## config.mk

```make
export PLATFORM = sky130hd
export DESIGN_NAME = fetch_ctrl_flat
export DESIGN_NICKNAME = d
export VERILOG_FILES = /design/src/rtl/fetch_ctrl_pkg.sv /design/src/rtl/fetch_ctrl_if.sv /design/src/rtl/fetch_ctrl.sv /design/src/flat_wrapper.sv
export SDC_FILE = /design/constraint.sdc
export NUM_CORES = 1
export LEC_CHECK = 0
export ABC_AREA = 1
export CAP_MARGIN = 20
export CORE_ASPECT_RATIO = 0.5
export CORE_MARGIN = 1.5
export CORE_UTILIZATION = 40
export CTS_BUF_LIST = sky130_fd_sc_hd__clkbuf_8
export CTS_CLUSTER_SIZE = 14
export DETAILED_ROUTE_END_ITERATION = 16
export PLACE_DENSITY = 0.7
export SYNTH_ARGS = -nofsm -noshare
export SYNTH_HDL_FRONTEND = slang
export SYNTH_SLANG_ARGS = --single-unit
```

## constraint.sdc

```tcl
create_clock -name clk -period 2 [get_ports clk]
set_input_delay 0.4 -clock clk [delete_from_list [all_inputs] [get_ports clk]]
set_output_delay 0.4 -clock clk [all_outputs]
set_load 0.005 [all_outputs]
```

## src/rtl/fetch_ctrl_pkg.sv

```systemverilog
// Shared types and constants for the instruction fetch controller.
package fetch_ctrl_pkg;

   localparam int unsigned WORD_W = 32;
   localparam logic [WORD_W-1:0] MEM_BYTES_DEF = 32'd1024;

   typedef enum logic [1:0] {
      ST_IDLE  = 2'd0,
      ST_RUN   = 2'd1,
      ST_FAULT = 2'd2
   } state_t;

   // Instruction word plus the byte address it was fetched from.
   typedef struct packed {
      logic [WORD_W-1:0] ins;
      logic [WORD_W-1:0] pc;
   } fetch_pkt_t;

endpackage

```

## src/rtl/fetch_ctrl_if.sv

```systemverilog
// Fetch controller bus: MEMI address/data, redirect input and valid/ready output stream.
interface fetch_ctrl_if;
   import fetch_ctrl_pkg::*;

   logic              en;
   logic [WORD_W-1:0] DR;
   logic [WORD_W-1:0] INS;
   logic              br_valid;
   logic [WORD_W-1:0] br_target;
   logic              ins_valid;
   logic              ins_ready;
   logic [WORD_W-1:0] ins_out;
   logic [WORD_W-1:0] pc_out;
   logic [WORD_W-1:0] ins_count;
   logic              fault;

   modport master (
      input  en, INS, br_valid, br_target, ins_ready,
      output DR, ins_valid, ins_out, pc_out, ins_count, fault
   );

   modport slave (
      output en, INS, br_valid, br_target, ins_ready,
      input  DR, ins_valid, ins_out, pc_out, ins_count, fault
   );

endinterface

```

## src/rtl/fetch_ctrl.sv

```systemverilog
// Sequential instruction fetch with redirect, downstream backpressure and a sticky
// fault on bad redirect targets. MEMI sits beside this block, read combinationally via DR/INS.
module fetch_ctrl
   import fetch_ctrl_pkg::*;
#(
   parameter logic [WORD_W-1:0] RESET_PC  = 32'd0,
   parameter logic [WORD_W-1:0] MEM_BYTES = MEM_BYTES_DEF
) (
   input logic            clk,
   input logic            rst,
   fetch_ctrl_if.master   bus
);

   state_t            state_q, state_d;
   logic [WORD_W-1:0] pc_q, pc_d;
   fetch_pkt_t        pkt_q, pkt_d;
   logic              valid_q, valid_d;
   logic [WORD_W-1:0] count_q, count_d;
   logic              fault_q, fault_d;

   logic              xfer;
   logic              out_free;
   logic              br_ok;
   logic              br_bad;
   logic [WORD_W-1:0] pc_next;

   assign xfer     = valid_q && bus.ins_ready;
   assign out_free = !valid_q || bus.ins_ready;
   assign br_ok    = bus.br_valid && (bus.br_target[1:0] == 2'b00) && (bus.br_target < MEM_BYTES);
   assign br_bad   = bus.br_valid && !br_ok;
   assign pc_next  = (pc_q == MEM_BYTES - WORD_W'(4)) ? '0 : pc_q + WORD_W'(4);

   // Next-state and datapath update; a completed transfer frees the output register.
   always_comb begin
      state_d = state_q;
      pc_d    = pc_q;
      pkt_d   = pkt_q;
      valid_d = xfer ? 1'b0 : valid_q;
      count_d = count_q + WORD_W'(xfer);
      fault_d = fault_q;

      case (state_q)
         ST_IDLE: begin
            if (br_bad) begin
               fault_d = 1'b1;
               valid_d = 1'b0;
               state_d = ST_FAULT;
            end else begin
               if (br_ok) begin
                  pc_d    = bus.br_target;
                  valid_d = 1'b0;
               end
               if (bus.en) state_d = ST_RUN;
            end
         end

         ST_RUN: begin
            if (br_bad) begin
               fault_d = 1'b1;
               valid_d = 1'b0;
               state_d = ST_FAULT;
            end else begin
               if (br_ok) begin
                  pc_d    = bus.br_target;
                  valid_d = 1'b0;
               end else if (out_free) begin
                  pkt_d   = '{ins: bus.INS, pc: pc_q};
                  valid_d = 1'b1;
                  pc_d    = pc_next;
               end
               if (!bus.en) state_d = ST_IDLE;
            end
         end

         ST_FAULT: begin
            valid_d = 1'b0;
         end

         default: begin
            state_d = ST_IDLE;
            valid_d = 1'b0;
         end
      endcase
   end

   always_ff @(posedge clk) begin
      if (rst) begin
         state_q <= ST_IDLE;
         pc_q    <= RESET_PC;
         pkt_q   <= '0;
         valid_q <= 1'b0;
         count_q <= '0;
         fault_q <= 1'b0;
      end else begin
         state_q <= state_d;
         pc_q    <= pc_d;
         pkt_q   <= pkt_d;
         valid_q <= valid_d;
         count_q <= count_d;
         fault_q <= fault_d;
      end
   end

   assign bus.DR        = pc_q;
   assign bus.ins_valid = valid_q;
   assign bus.ins_out   = pkt_q.ins;
   assign bus.pc_out    = pkt_q.pc;
   assign bus.ins_count = count_q;
   assign bus.fault     = fault_q;

endmodule

```

## src/flat_wrapper.sv

```systemverilog
// flat-port wrapper written by rule: the top's interface ports become plain ports
module fetch_ctrl_flat import fetch_ctrl_pkg::*;
#(
   parameter logic [WORD_W-1:0] RESET_PC  = 32'd0,
   parameter logic [WORD_W-1:0] MEM_BYTES = MEM_BYTES_DEF
)
  (clk, rst, bus_en, bus_INS, bus_br_valid, bus_br_target, bus_ins_ready, bus_DR, bus_ins_valid, bus_ins_out, bus_pc_out, bus_ins_count, bus_fault);
  fetch_ctrl_if bus_i ();
  input logic clk;
  input logic rst;
  input wire logic [$bits(bus_i.en)-1:0] bus_en;
  input wire logic [$bits(bus_i.INS)-1:0] bus_INS;
  input wire logic [$bits(bus_i.br_valid)-1:0] bus_br_valid;
  input wire logic [$bits(bus_i.br_target)-1:0] bus_br_target;
  input wire logic [$bits(bus_i.ins_ready)-1:0] bus_ins_ready;
  output wire logic [$bits(bus_i.DR)-1:0] bus_DR;
  output wire logic [$bits(bus_i.ins_valid)-1:0] bus_ins_valid;
  output wire logic [$bits(bus_i.ins_out)-1:0] bus_ins_out;
  output wire logic [$bits(bus_i.pc_out)-1:0] bus_pc_out;
  output wire logic [$bits(bus_i.ins_count)-1:0] bus_ins_count;
  output wire logic [$bits(bus_i.fault)-1:0] bus_fault;
  assign bus_i.en = bus_en;
  assign bus_i.INS = bus_INS;
  assign bus_i.br_valid = bus_br_valid;
  assign bus_i.br_target = bus_br_target;
  assign bus_i.ins_ready = bus_ins_ready;
  assign bus_DR = bus_i.DR;
  assign bus_ins_valid = bus_i.ins_valid;
  assign bus_ins_out = bus_i.ins_out;
  assign bus_pc_out = bus_i.pc_out;
  assign bus_ins_count = bus_i.ins_count;
  assign bus_fault = bus_i.fault;
  fetch_ctrl #(.RESET_PC(RESET_PC), .MEM_BYTES(MEM_BYTES)) u_core (.clk(clk), .rst(rst), .bus(bus_i));
endmodule
```

Word-level counts from Yosys, hierarchy flattened
Index checks and enable logic that the tools add are counted.
Operators by class
  bitwise logic cells: 3
  equality and inequality tests: 9
  magnitude comparators: 1
  multiplexer cells: 19
  add/sub/neg operators: 2
  reduce and logical (&&, ||, !) cells: 15
Operators with widths (number)
  32-bit 2-to-1 mux: 6
  32-bit case mux with 2 select lines: 1
  32-bit by 1-bit adder with 32-bit output: 1
  32-bit by 3-bit adder with 32-bit output, second input constant: 1
  32-bit by 10-bit equality test with 1-bit output, second input constant: 1
  32-bit by 11-bit less-than comparator with 1-bit output, second input constant: 1
  2-bit 2-to-1 mux: 4
  1-bit 2-to-1 mux: 6
  3-bit by 2-bit != test with 1-bit output, second input constant: 2
  2-bit case mux with 3 select lines: 1
  5-bit AND reduction: 1
  1-bit logical AND: 4
  2-bit logical NOT: 2
  2-bit != test, second input constant: 2
  4-bit AND reduction: 1
  3-bit by 1-bit != test with 1-bit output, second input constant: 1
  1-bit inverter: 3
  3-bit AND reduction: 1
  2-bit by 1-bit equality test with 1-bit output, second input constant: 1
  2-bit equality test, second input constant: 1
  1-bit logical NOT: 2
  2-bit by 1-bit != test with 1-bit output, second input constant: 1
  1-bit case mux with 2 select lines: 1
  2-bit AND reduction: 1
  3 further kinds: 3
Word-level totals
  flip-flop bits (word level): 132
  logic and storage cells: 56
  input port bits: 69
  output and inout port bits: 130

Logic depth before layout (Yosys ltp)
  depth in word-level cells: 7
  gate-level depth with buffers: 13
  depth with buffers taken out: 13

Least setup slack after synthesis
OpenSTA, ideal clock, no wires.
  kind: input port to flip-flop
  start point: in bus_ins_ready
  end point: reg u_core.count_q[18], in the netlist u_core.bus.ins_count[18]
  required time: 1884 ps
  cell stages on the path: 13
  library setup time: 116 ps
  slack: 245 ps
  path buffers: 0
  arrival time: 1639 ps
  cell sequence: nand2_1 inv_1 ha_1 ha_1 nand2_1 nor2_4 inv_2 nor2_2 nand2_1 nor2_1 nand2_1 o21ai_1 a21oi_1
Between the ends
  cells in the longest elaborated chain, start to end: 2
Ends and longest elaborated chain
  from (decl): RTL line flat_wrapper.sv:15  | input wire logic [$bits(bus_i.ins_ready)-1:0] bus_ins_ready;
  1-bit logical AND: RTL line fetch_ctrl.sv:27  | assign xfer = valid_q && bus.ins_ready;
  32-bit by 1-bit adder with 32-bit output: RTL line fetch_ctrl.sv:39  | count_d = count_q + WORD_W'(xfer);
  to (signal assigned): RTL line fetch_ctrl.sv:99  | count_q <= count_d;
  to (decl): RTL line fetch_ctrl.sv:18  | logic [WORD_W-1:0] count_q, count_d;
Every way passes these cells.
A chain may end at the register's enable or synchronous reset.

Worst setup path after layout
  start point: reg u_core.pc_q[5], in the netlist u_core.bus.DR[5]
  end point: out bus_DR[5]
RTL lines
  from (decl): RTL line fetch_ctrl.sv:15  | logic [WORD_W-1:0] pc_q, pc_d;
  from (signal assigned): RTL line fetch_ctrl.sv:96  | pc_q <= pc_d;
  to (decl): RTL line flat_wrapper.sv:16  | output wire logic [$bits(bus_i.DR)-1:0] bus_DR;
No word-level cell between the ends.

==> metrics.md <==
| Metric | Value |
|---|---|
| Result of the run | completed |
| Worst path cell trace | clkdlybuf4s50_1 |
| Inserted Diodes | 0 |
| Pin count of the biggest net entering global routing | between 40 and 50 |
| Wire length per cell | about 14 um |
| Combined area of all synthesized cells | 6688 um^2 |
| Most frequent cell after synthesis | nor2_1 |
| Post-synthesis xor/xnor area fraction | 0.01441 |
| Worst hold-check path type | flip-flop to flip-flop |
| Syn Nets | between 1k and 1.5k |
| Simple-Gate Fraction of Synth Area | 0.3807 |
| Slowest cell on the critical path | clkdlybuf4s50_1 |
| Chip Height | 94.43 um |
| Gate count after technology mapping | 1016 |
| Number of rows in the core area | 33 |
| Number of warnings reported in the yosys synthesis log | 0 |
| Post-synth top cells | nor2_1 (221), nand2_1 (210), dfxtp_1 (132) |
| Number of register bits inferred by synthesis | ~130 |
| Most frequently used flop master after synthesis | dfxtp_1 |
| Final net count | ~1.3k |
| Count of unresolved DRC violations after routing | 0 |
| Core box area | 16350 um^2 |
| Setup Crit Path Kind | flip-flop to output port |
| Sum of overflow across all layers after global routing | 0 |
| Deepest clock path buffer count | 2 |
| Number of global-route vias before repair | between 6k and 7k |
| Endpoint arrival time on the critical path | ~1500 ps |
| First-pass detailed-route iteration total | 5 |
| Vias per cell | roughly 4.9 |
| Number of CTS-inserted buffers | 17 |
| Pwr/cell area | just over 600 nW/um^2 |
| Clock-pin slew reported for the worst setup and hold paths after clock tree synthesis | ~70 ps |
| Leakage power total | approximately 3.6 nW |
| Mean post-synth cell area | ~6.6 um^2 |
| Worst-skew pair later-pin latency | ~450 ps |
| Critical Path Sink Type | output port |
| Die footprint | ~18000 um^2 |
| EDFF count, synth | 0 |
| Final hold violation count | 0 |
| Clock tree from TritonCTS | built |
| Maximum fanout count along the critical path | 7 |
| DRT antenna net count | 0 |
| Pins over their slew limit | 0 |
| Setup Buffers After CTS | 0 |
| Routability Congestion | a little over 0.9 |
| Post-synthesis mux area share | 0 |
| Unique masters post-synth | 34 |
| Clock Skew | approximately 18 ps |
| Global-route wire length before repair | between 30000 and 40000 um |
| Overall power after layout | roughly 5.8 mW |
| Critical Path Start Type | flip-flop |
| Register-to-Register Setup Slack | ~200 ps |
| Starting density of the core | 0.4090 |
| Measured slew at the worst slew-check pin | 432.1 ps |
| Maximum level of the CTS H-tree | 4 |
| Total clock sinks | between 100 and 150 |
| Area fraction in compound gates after synthesis | 0.1222 |
| Portion of synthesized cell area occupied by the leading cell type | 0.3951 |
| Peak per-stage delay on the critical path | around 600 ps |
| Max-Slew Margin vs Limit | 0.7097 |
| Combinational family with the most area after synthesis | simple AND/OR/NAND/NOR gates |
| Iteration-0 DRC count of the detailed router | 407 |
| Shortest period the worst path allows | about 1900 ps |
| Fraction of final layout cells sized beyond drive strength 1 | 0.08555 |
| Area growth syn-to-layout | 42.49% |
| Post-detailed-placement cell area | between 9000 and 10000 um^2 |
| Wirelength, routed | roughly 21000 um |
| Critical path required time | 1600 ps |
| CTS root buffer | clkbuf_8 |
| Via count | 7198 |
| Sum of buffers and inverters on the critical path | 1 |
| Post-cts repair resize count | 0 |
| Highest clock rate | ~0.53 GHz |
| Largest delay contributor family on the critical path | buffers and inverters |
| Post-synth top area cell | dfxtp_1 |
| Quantity of hold-fixing buffers added after cts | 0 |
| Antenna violations before repair | 0 |
| Number of primary I/O pins | about 200 |
| HPWL after DPL | roughly 16000 um |
| Number of endpoints failing setup at the final stage | 0 |
| Die extent in x | 185.9 um |
| Final period util | 0.9498 |
| Post-synthesis share of cell area spent on full adders, half adders and majority gates | 0.005613 |
| Share of synthesized area occupied by flip-flops and latches | 0.3951 |
| Top area cells in the synthesized netlist | dfxtp_1 (40%), nor2_1 (12%), nand2_1 (12%) |
| Proportion of synthesized flip-flops having asynchronous set or reset | 0 |
| Setup repair after global routing missed its margin | yes |
| Max-cap check violation count | 0 |
| Maximum resistive drop on vdd | between 0.4 and 0.5 mV |
| Input/output buffers | just under 200 |
| Total global routing track utilization | 0.2443 |
| Finished layout cell area | about 9500 um^2 |
-- metal layers --
metal	wire length [um]	share of wire	track usage	up-vias
li1	-	-	-	3687
met1	9671	0.46	0.3125	3286
met2	9759	0.46	0.4092	198
met3	1175	0.056	0.04821	27
met4	401	0.019	0.09274	0
met5	0	0	0	-
-- power by group --
part	total (mW)	internal, mW	leakage, nW	switching (mW)
registers	2.73	2.68	1.07	0.0497
logic	0.542	0.306	2.29	0.237
clock network	2.51	1.38	0.216	1.13
-- stage by stage --
step / worst slack, ps / TNS (ps) / hold slack [ps] / std cells / util
finish: 100.4 / 0 / 472.1 / 1466 / 0.5828
global route: -39.57 / -68.68 / 492.7 / 1466 / 0.5828
CTS: 11.79 / 0 / 482.8 / 1466 / 0.5816
detailed placement: -420.1 / -4775 / 467.6 / 1435 / 0.5552
global placement: -373.1 / -3289 / 439.4 / 1435 / 0.5552
floorplan: 244.8 / 0 / 446.6 / 1016 / -
-- final timing paths --
path,startpoint,end,depth (start not counted)
min,u_core.bus.fault,u_core.bus.fault,2
max reg2reg,u_core.bus.ins_valid,u_core.bus.ins_count[18],13
max,u_core.bus.DR[5],bus_DR[5],1
min reg2reg,u_core.bus.fault,u_core.bus.fault,2
-- flip-flops by register name (all words and copies together) (netlist names) --
| register | flops |
|---|---|
| u_core.bus.fault | 1 |
| u_core.bus.ins_count | 32 |
| u_core.bus.DR | 32 |
| u_core.bus.pc_out | 32 |
| u_core.bus.ins_valid | 1 |
| u_core.state_q | 2 |
| u_core.bus.ins_out | 32 |
-- cell families (layout without fill, tap and decap cells) --
group,after synthesis,in the layout
simple gates,575,575
fa+ha+maj,3,3
flops,132,132
buf+inv,133,356
xor+xnor,11,11
compound gates,162,162
-- cells in the final DEF (no fill, tap or decap), drive strengths merged --
cell type and instances:
nor2 241, nand2 217, clkdlybuf4s50 198, dfxtp 132, inv 96, o21ai 93, nand3 68, a21oi 67
buf 32, nand4 25, clkbuf 18, nor3 13, or2 6, xor2 6, clkinv 6, xnor2 5
bufinv 4, nand3b 3, ha 3, clkinvlp 2, nor3b 1, and2 1, o21a 1, a2111oi 1
-- cell type report --
type                            instances  area (um^2)
Fill cell                            1600         6822
Multi-Input combinational cell        751         3515
Sequential cell                       132         2645
Timing Repair Buffer                  230         2297
Inverter                               95        356.6
Tap cell                              227        284.0
Clock buffer                           18        247.7
Clock inverter                         13        183.9
No activity file was read; power rests on OpenSTA's default activity.
